## src/rtl/sales_pkg.sv

```systemverilog
// Shared types and constants for the sales accumulator arbiter and its divider.
package sales_pkg;

    localparam int SALES_W    = 32;
    localparam int DIV_CYCLES = SALES_W;

    typedef enum logic [1:0] {
        S_IDLE  = 2'd0,
        S_ACCUM = 2'd1,
        S_DIV   = 2'd2,
        S_DONE  = 2'd3
    } state_t;

endpackage

```

## src/rtl/sales_div.sv

```systemverilog
// Sequential unsigned restoring divider: one quotient bit per cycle, W cycles per
// division. The quotient is valid combinationally in the cycle done is high.
module sales_div
    import sales_pkg::*;
#(
    parameter int W = SALES_W
) (
    input  logic         clk,
    input  logic         rst,
    input  logic         start,
    input  logic [W-1:0] dividend,
    input  logic [W-1:0] divisor,
    output logic [W-1:0] quotient,
    output logic         done
);

    localparam int CW = $clog2(W + 1);

    logic [W-1:0]  rem_q, rem_d, quo_q, quo_d;
    logic [CW-1:0] cnt_q, cnt_d;
    logic          active_q, active_d;
    logic [W-1:0]  rem_in, quo_in;
    logic [W:0]    rem_sh, diff;

    // NOTE: every variable gets a default at the top of always_comb, so no path leaves it unassigned and no latch is inferred.
    always_comb begin
        rem_in   = start ? '0 : rem_q;
        quo_in   = start ? dividend : quo_q;
        rem_sh   = {rem_in, quo_in[W-1]};
        diff     = rem_sh - {1'b0, divisor};
        rem_d    = rem_sh[W-1:0];
        quo_d    = {quo_in[W-2:0], 1'b0};
        cnt_d    = cnt_q;
        active_d = active_q;
        done     = 1'b0;
        if (!diff[W]) begin
            rem_d = diff[W-1:0];
            quo_d = {quo_in[W-2:0], 1'b1};
        end
        if (start) begin
            cnt_d    = CW'(1);
            active_d = 1'b1;
        end else if (active_q) begin
            cnt_d = cnt_q + CW'(1);
            if (cnt_q == CW'(W - 1)) begin
                done     = 1'b1;
                active_d = 1'b0;
            end
        end
        quotient = quo_d;
    end

    // NOTE: sequential state uses non-blocking assignments so every register samples pre-edge values.
    always_ff @(posedge clk) begin
        if (rst) begin
            cnt_q    <= '0;
            active_q <= 1'b0;
        end else begin
            cnt_q    <= cnt_d;
            active_q <= active_d;
        end
    end

    // NOTE: the partial remainder/quotient are reloaded by start, so they carry no reset.
    always_ff @(posedge clk) begin
        if (start || active_q) begin
            rem_q <= rem_d;
            quo_q <= quo_d;
        end
    end

endmodule

```

## src/rtl/sales_arb.sv

```systemverilog
// Round-robin arbiter sharing one sales accumulator and divider among LANES lanes.
// Define SALES_OVF_EN to build the sticky overflow detector driving ovf.
module sales_arb
    import sales_pkg::*;
#(
    parameter int LANES = 4,
    parameter int W     = SALES_W
) (
    input  logic               clk,
    input  logic               rst,
    input  logic [LANES-1:0]   req,
    input  logic [LANES*W-1:0] price_i,
    input  logic [LANES*W-1:0] num_i,
    input  logic               clr,
    output logic [LANES-1:0]   ack,
    output logic               busy,
    output logic [W-1:0]       avg,
    output logic               avg_valid,
    output logic               ovf
);

    localparam int LW  = $clog2(LANES);
    localparam int LWP = LW + 1;

    state_t         state_q, state_d;
    logic [LW-1:0]  rr_q, rr_d, gnt_q, gnt_d;
    logic [W-1:0]   price_q, price_d, num_q, num_d;
    logic [W-1:0]   amount_q, amount_d, total_q, total_d, avg_q, avg_d;
    logic           div_start_q, div_start_d;

    logic [2*LANES-1:0] req_rot;
    logic               any_req;
    logic [LW-1:0]      off, pick;
    logic [LW:0]        pick_sum;
    logic [W-1:0]       price_sel, num_sel;
    logic [W-1:0]       prod_lo, amount_sum, total_sum;
    logic [W-1:0]       div_quo;
    logic               div_done;

    // Rotate requests so bit 0 is the lane at the rr pointer; the first set bit wins.
    assign req_rot = {req, req} >> rr_q;

    always_comb begin
        any_req = 1'b0;
        off     = '0;
        for (int i = 0; i < LANES; i++) begin
            if (!any_req && req_rot[i]) begin
                any_req = 1'b1;
                off     = LW'(i);
            end
        end
        pick_sum = {1'b0, rr_q} + {1'b0, off};
        if (pick_sum >= LWP'(LANES)) pick_sum = pick_sum - LWP'(LANES);
        pick      = pick_sum[LW-1:0];
        price_sel = '0;
        num_sel   = '0;
        for (int i = 0; i < LANES; i++) begin
            if (pick == LW'(i)) begin
                price_sel = price_i[i*W +: W];
                num_sel   = num_i[i*W +: W];
            end
        end
    end

`ifdef SALES_OVF_EN
    logic [2*W-1:0] prod_full;
    logic [W:0]     amount_wide, total_wide;
    logic           ovf_q;

    assign prod_full   = {{W{1'b0}}, price_q} * {{W{1'b0}}, num_q};
    assign prod_lo     = prod_full[W-1:0];
    assign amount_wide = {1'b0, amount_q} + {1'b0, prod_lo};
    assign total_wide  = {1'b0, total_q} + {1'b0, num_q};
    assign amount_sum  = amount_wide[W-1:0];
    assign total_sum   = total_wide[W-1:0];

    always_ff @(posedge clk) begin
        if (rst || (state_q == S_IDLE && clr)) begin
            ovf_q <= 1'b0;
        end else if (state_q == S_ACCUM &&
                     ((|prod_full[2*W-1:W]) || amount_wide[W] || total_wide[W])) begin
            ovf_q <= 1'b1;
        end
    end
    assign ovf = ovf_q;
`else
    assign prod_lo    = price_q * num_q;
    assign amount_sum = amount_q + prod_lo;
    assign total_sum  = total_q + num_q;
    assign ovf        = 1'b0;
`endif

    always_comb begin
        state_d     = state_q;
        rr_d        = rr_q;
        gnt_d       = gnt_q;
        price_d     = price_q;
        num_d       = num_q;
        amount_d    = amount_q;
        total_d     = total_q;
        avg_d       = avg_q;
        div_start_d = 1'b0;
        case (state_q)
            S_IDLE: begin
                if (clr) begin
                    amount_d = '0;
                    total_d  = '0;
                    avg_d    = '0;
                end else if (any_req) begin
                    gnt_d   = pick;
                    price_d = price_sel;
                    num_d   = num_sel;
                    rr_d    = (pick == LW'(LANES - 1)) ? '0 : pick + LW'(1);
                    state_d = S_ACCUM;
                end
            end
            S_ACCUM: begin
                amount_d = amount_sum;
                total_d  = total_sum;
                // A zero divisor skips the divider and reports a zero average.
                if (total_sum == '0) begin
                    avg_d   = '0;
                    state_d = S_DONE;
                end else begin
                    div_start_d = 1'b1;
                    state_d     = S_DIV;
                end
            end
            S_DIV: begin
                if (div_done) begin
                    avg_d   = div_quo;
                    state_d = S_DONE;
                end
            end
            S_DONE:  state_d = S_IDLE;
            default: state_d = S_IDLE;
        endcase
    end

    always_ff @(posedge clk) begin
        if (rst) begin
            state_q     <= S_IDLE;
            rr_q        <= '0;
            gnt_q       <= '0;
            price_q     <= '0;
            num_q       <= '0;
            amount_q    <= '0;
            total_q     <= '0;
            avg_q       <= '0;
            div_start_q <= 1'b0;
        end else begin
            state_q     <= state_d;
            rr_q        <= rr_d;
            gnt_q       <= gnt_d;
            price_q     <= price_d;
            num_q       <= num_d;
            amount_q    <= amount_d;
            total_q     <= total_d;
            avg_q       <= avg_d;
            div_start_q <= div_start_d;
        end
    end

    sales_div #(.W(W)) u_div (
        .clk      (clk),
        .rst      (rst),
        .start    (div_start_q),
        .dividend (amount_q),
        .divisor  (total_q),
        .quotient (div_quo),
        .done     (div_done)
    );

    always_comb begin
        ack = '0;
        if (state_q == S_ACCUM) ack[gnt_q] = 1'b1;
    end

    assign busy      = (state_q != S_IDLE);
    assign avg       = avg_q;
    assign avg_valid = (state_q == S_DONE);

endmodule

```

## config.mk

```make
export PLATFORM = sky130hd
export DESIGN_NAME = sales_arb
export DESIGN_NICKNAME = d
export VERILOG_FILES = /design/src/rtl/sales_pkg.sv /design/src/rtl/sales_div.sv /design/src/rtl/sales_arb.sv
export SDC_FILE = /design/constraint.sdc
export NUM_CORES = 2
export LEC_CHECK = 0
export CAP_MARGIN = 15
export CORE_ASPECT_RATIO = 1.2
export CORE_UTILIZATION = 53
export DETAILED_ROUTE_END_ITERATION = 7
export PLACE_DENSITY = 0.78
export SETUP_SLACK_MARGIN = 0.15
export SYNTH_ARGS = -nofsm -noshare
export SYNTH_HDL_FRONTEND = slang
export SYNTH_HIERARCHICAL = 1
export SYNTH_SLANG_ARGS = --single-unit
```

## constraint.sdc

```tcl
create_clock -name clk -period 7.1 [get_ports clk]
set_input_delay 2.13 -clock clk [delete_from_list [all_inputs] [get_ports clk]]
set_output_delay 2.13 -clock clk [all_outputs]
set_load 0.02 [all_outputs]
```

# Yosys cells after proc, flatten, opt, wreduce, memory -nomap -nowiden
# Index checks and enable logic that the tools add are counted.
[totals]
out_inout_bits = 39
register_bits = 238
inputBits = 263
elab_cells = 105
[classes]
magnitude_cmp = 3
reduce_logical = 21
addsub = 7
bitwise = 2
n_mul = 1
n_eq_ne = 12
n_shift = 1
mux = 44
[ops]
columns = ["op", "n"]
rows = [
  ["$mux W32", 14],
  ["$pmux W32 S2", 2],
  ["$pmux W32 S3", 1],
  ["$add A32 B32 Y32", 2],
  ["$sub A33 B32 Y33", 1],
  ["$logic_not A32 Y1", 1],
  ["$mul A32 B32 Y32", 1],
  ["$mux W1", 17],
  ["$mux W2", 7],
  ["$ne A2 B2 Y1 const B", 5],
  ["$eq A2 B2 Y1 const B", 4],
  ["$pmux W2 S4", 1],
  ["$shr A8 B2 Y4", 1],
  ["$add A6 B1 Y6 const B", 1],
  ["$eq A6 B5 Y1 const B", 1],
  ["$reduce_and A3 Y1", 2],
  ["$reduce_bool A2 Y1", 3],
  ["$eq A2 B1 Y1 const B", 2],
  ["$logic_and A1 B1 Y1", 4],
  ["$logic_not A2 Y1", 2],
  ["$mux W4", 1],
  ["$reduce_and A4 Y1", 1],
  ["$reduce_or A2 Y1", 2],
  ["$add A2 B2 Y3", 1],
  ["other kinds (11)", 14],
]

# Depth between registers and ports, before layout
[depth]
ltp_word = 19
depth_mapped = 31
ltp_nobuf = 29

# By module
# The synthesis kept the hierarchy.
[modules_own_cells]
columns = ["mod", "instances", "cells_per_inst", "seq_area_each_um2", "area_per_inst_um2"]
rows = [
  ["sales_arb", 1, 3292, 3343.2, 26743.1],
  ["sales_div", 1, 483, 2062.0, 5176.2],
]

# Worst setup path before layout
# OpenSTA, ideal clock, no wires.
[synth_path]
kind = "reg-to-reg"
startpoint = "register num_q[1]"
endpoint = "register amount_q[31]"
stages_incl_launch_ff = 28
setup_time_ns = 0.128
arrival_ns = 6.913
slack_ns = 0.060
required_ns = 6.972
period_less_slack_ns = 7.040
n_path_buf = 1
path_cell_list = "dfxtp_1 clkbuf_1 nand2_1 fa_1 fa_1 inv_1 fa_1 inv_1 fa_1 inv_1 fa_1 fa_1 fa_1 inv_1 fa_1 inv_1 ha_1 a21o_1 a21o_1 a21oi_1 nand2_1 a21oi_1 o21a_1 nor2_1 a211o_1 nor3b_1 a2111oi_0 nor2_1"
[synth_via]
elab_chain_len = 3
[synth_rtl]
columns = ["item", "line", "source"]
rows = [
  ["start: declaration", "sales_arb.sv:27", "logic [W-1:0] price_q, price_d, num_q, num_d;"],
  ["start signal: assignment", "sales_arb.sv:156", "num_q <= num_d;"],
  ["$mul A32 B32 Y32", "sales_arb.sv:87", "assign prod_lo = price_q * num_q;"],
  ["$add A32 B32 Y32", "sales_arb.sv:88", "assign amount_sum = amount_q + prod_lo;"],
  ["$pmux W32 S2", "sales_arb.sv:103", "case (state_q)"],
  ["end signal: assignment", "sales_arb.sv:157", "amount_q <= amount_d;"],
  ["end: declaration", "sales_arb.sv:28", "logic [W-1:0] amount_q, amount_d, total_q, total_d, avg_q, avg_d;"],
]
# Every way passes these cells.
# A chain may end at the register's enable or synchronous reset.

# Worst setup path in the final report
[layout_path]
startpoint = "register price_q[11]"
endpoint = "register amount_q[29]"
[layout_via]
elab_chain_len = 3
[layout_rtl]
columns = ["item", "line", "source"]
rows = [
  ["start: declaration", "sales_arb.sv:27", ""],
  ["start signal: assignment", "sales_arb.sv:155", "price_q <= price_d;"],
  ["$mul A32 B32 Y32", "sales_arb.sv:87", ""],
  ["$add A32 B32 Y32", "sales_arb.sv:88", ""],
  ["$pmux W32 S2", "sales_arb.sv:103", ""],
]
# Every way passes these cells.

==> out/qor.csv <==
stage;metric;value;unit
run_status;status;finished, final reports clean;
final_layout;fillers;5086;
sta;period_needed;6938;ps
critical_path;r2r-end;amount_q[29];
clocking;cts_tree;yes;
global_routing;grt_first_pass_wirelength;147700;µm
clocking;path_clk_slew;70;ps
die;pin_count;302;
sta;timing.final.crit_share;97.72;%
global_routing;grt_start_max_net_pins;84;
synthesis;synth_edf_count;64;
die;die_h;270.8;µm
sta;max_slew.worst_pin.slew;896.0;ps
critical_path;critPathRequiredTime;7570;ps
clocking;cts_buffer_depth;3;
worst_hold_path;hold_depth;2;
synthesis;synthesis.area;31920;µm²
final_layout;multi_input_area;23860;µm²
sta;hold_viol;0;
final_layout;area.sequential;5515;µm²
sta;relSlewSlack;40.27;%
critical_path;arrival;7410;ps
die;fp.coreArea;59590;µm²
global_routing;grt_pass1_vias;28220;
synthesis;syn_area_per_cell;8.455;µm²
worst_hold_path;min-delay-start;avg[6];
synthesis;async_flop_share;0;%
synthesis;synth_nets;4675;
die;die_w;226.0;µm
sta;setup_viol;0;
critical_path;critPathCaptureType;register;
routing;drt-initial-drc-count;2001;
clocking;htreeDepth;1;
critical_path;reg2reg_depth;27;
final_layout;layout-drive-gt1-share;9.125;%
synthesis;synth-main-ff-cell;dfxtp_1;
final_layout;num_antenna_cells;0;
sta;skew;24.81;ps
clocking;cts_sinks;238;
die;rows;98;
die;die-area;61210;µm²
sta;timing.fmax;0.1441;GHz
critical_path;start_kind;register;
clocking;clk_latency;580;ps
routing;dr.pass1.iters;8;
routing;wire_per_inst;19.20;µm
routing;drc;0;
critical_path;crit_fanout;8;
critical_path;r2r_slack;160;ps
routing;vias;27290;
sta;slew_violations;0;
synthesis;yosysWarnings;6;
global_routing;overflow;0;
run;maxCapViolCount;0;
place;io_buffers;300;
place;dp_hpwl;73880;µm
die;start_util;53.56;%
routing;ant_nets;0;
synthesis;ys_ff_latch;238;
sta;rsz0062_at_grt;yes;
sta;setup_ws;161.7;ps
global_routing;grt_use_total;30.69;%
global_routing;antenna_found_initial;0;
final_layout;syn_to_final_growth;17.57;%
critical_path;rr_startpoint;price_q[11];
place;place_ws;-72.14;ps
routing;vias_per_cell;5.647;
clocking;root_buffer;clkbuf_16;
final_layout;fin_util;62.97;%
final_layout;fin_nets;4913;
routing;drt-total-wl;92790;µm
place;place_congestion;0.9473;
worst_hold_path;hold_end;avg[6];
critical_path;crit_type;reg2reg;
synthesis;synthCells;3775;
clocking;cts_inserted_buffers;26;
clocking;cts.hold.buffers_added;0;
synthesis;yosysSeqAreaShare;16.93;%
synthesis;ys_types;83;
worst_hold_path;min-delay-path-class;reg2reg;
[cell type report]
| class | instances | share of cell area (%) |
|---|---|---|
| clock buffer | 32 | 1.904 |
| clock inverter | 16 | 0.4868 |
| inverter | 547 | 5.471 |
| multi-input combinational | 2763 | 63.58 |
| sequential | 238 | 14.70 |
| tap | 800 | 2.667 |
| timing repair buffer | 437 | 11.19 |
[worst max-delay path by stage]
stage	start	slack, ps	end	depth (start not counted)
6_report	price_q[11]	160	amount_q[29]	27
3_5_place_dp	num_q[0]	-70	amount_q[31]	25
3_3_place_gp	num_q[0]	10	amount_q[31]	25
4_1_cts	num_q[6]	100	amount_q[31]	25
2_1_floorplan	num_q[4]	190	amount_q[31]	29
5_1_grt	price_q[17]	-20	amount_q[29]	26
[cell usage in the layout (no fill, tap or decap), types with 36 or more instances in the layout]
cell / count
ha_1: 184
nor2_1: 315
mux2_2: 36
edfxtp_1: 64
and2_1: 317
xnor2_1: 97
a22oi_1: 53
inv_1: 540
fa_1: 426
nand4_1: 44
o211ai_1: 73
nor2b_1: 39
clkdlybuf4s50_1: 299
o21ai_0: 143
a21oi_1: 242
nand2_1: 392
buf_4: 106
xor2_1: 44
dfxtp_1: 138
[logic make-up after synthesis]
group | count (synthesis) | share of synthesized area (%)
xor+xnor | 142 | 3.939
other cells | 1 | 0.01175
buf+inv | 774 | 9.365
mux | 67 | 2.603
simple gates | 1237 | 18.59
fa+ha+maj | 638 | 35.35
flops | 238 | 16.93
compound gates | 678 | 13.21
[per-layer routing]
| layer | track usage (%) | wire length [µm] | up-vias |
|---|---|---|---|
| met5 | 0 | 0 | - |
| met4 | 15.27 | 4976 | 0 |
| met3 | 3.301 | 5264 | 250 |
| met2 | 54.50 | 47540 | 1082 |
| met1 | 36.55 | 35000 | 13370 |
| li1 | - | - | 12590 |
[state kept, by name, indices dropped and copies added (netlist names)]
name / count
amount_q: 32
u_div/quo_q: 32
price_q: 32
num_q: 32
u_div/cnt_q: 6
u_div/rem_q: 32
total_q: 32
div_start_q: 1
avg: 32
gnt_q: 2
state_q: 2
rr_q: 2
u_div/active_q: 1
[critical path, cell delays in order, from the launching register on]
cell     delay, ps
dfxtp_4        380
buf_4          180
and2_1         180
fa_1           530
inv_1           50
fa_1           470
fa_1           550
inv_1           70
fa_1           480
ha_1           320
fa_1           500
fa_1           490
inv_1           50
fa_1           550
inv_2           60
ha_4           210
a21o_1         170
a21o_1         210
a21oi_2        200
nand2_2         70
a21oi_2        150
o21a_1         120
nor2_1          30
a211o_1        260
buf_6          130
buf_6          100
xor2_1         130
a32o_1         200
[cell usage after synthesis (7+ instances only)]
library cell / number / share of area (%)
or3_1: 12 / 0.24
a22oi_1: 53 / 1.2
and2_1: 321 / 6.3
a211oi_1: 19 / 0.45
dfxtp_1: 174 / 11
xnor2_1: 97 / 2.7
o31ai_1: 9 / 0.21
a22o_1: 7 / 0.19
nand3_1: 22 / 0.34
nand4_1: 44 / 0.86
mux2_2: 36 / 1.3
xor2_1: 44 / 1.2
a21o_1: 27 / 0.64
o21ai_0: 146 / 2.3
nor2b_1: 39 / 0.76
a31oi_1: 9 / 0.18
o211ai_1: 73 / 1.7
nand2b_1: 19 / 0.37
ha_1: 197 / 7.7
mux2_4: 23 / 1.1
edfxtp_1: 64 / 6.0
and3_1: 10 / 0.20
fa_1: 440 / 28
nor3_1: 26 / 0.41
o21bai_1: 7 / 0.16
nand2_1: 396 / 4.7
mux2i_1: 8 / 0.25
clkbuf_1: 211 / 2.5
inv_1: 547 / 6.4
nor2_1: 319 / 3.8
o21a_1: 20 / 0.47
a21oi_1: 249 / 3.9
[per-stage QoR]
stage          setup TNS (ps)  area [µm²]  instances  hold slack (ps)
6_report                    0       37530       4833            476.3
5_1_grt                -21.66       37530       4833            501.5
4_1_cts                     0       36960       4813            477.2
3_5_place_dp           -100.1       36030       4765            469.6
3_3_place_gp                0       36030       4765            463.6
2_1_floorplan               0       31920       3775            441.4
[what timing repair did]
item                                    CTS  global route
pin swaps                                 0            39
gates resized for setup                  21           143
endpoints found under the setup margin   10            11
buffers inserted                          0            20
Power is left out: the tool's default activity adds up to more than one toggle a clock period on the data nets, which glitch-free logic cannot reach.
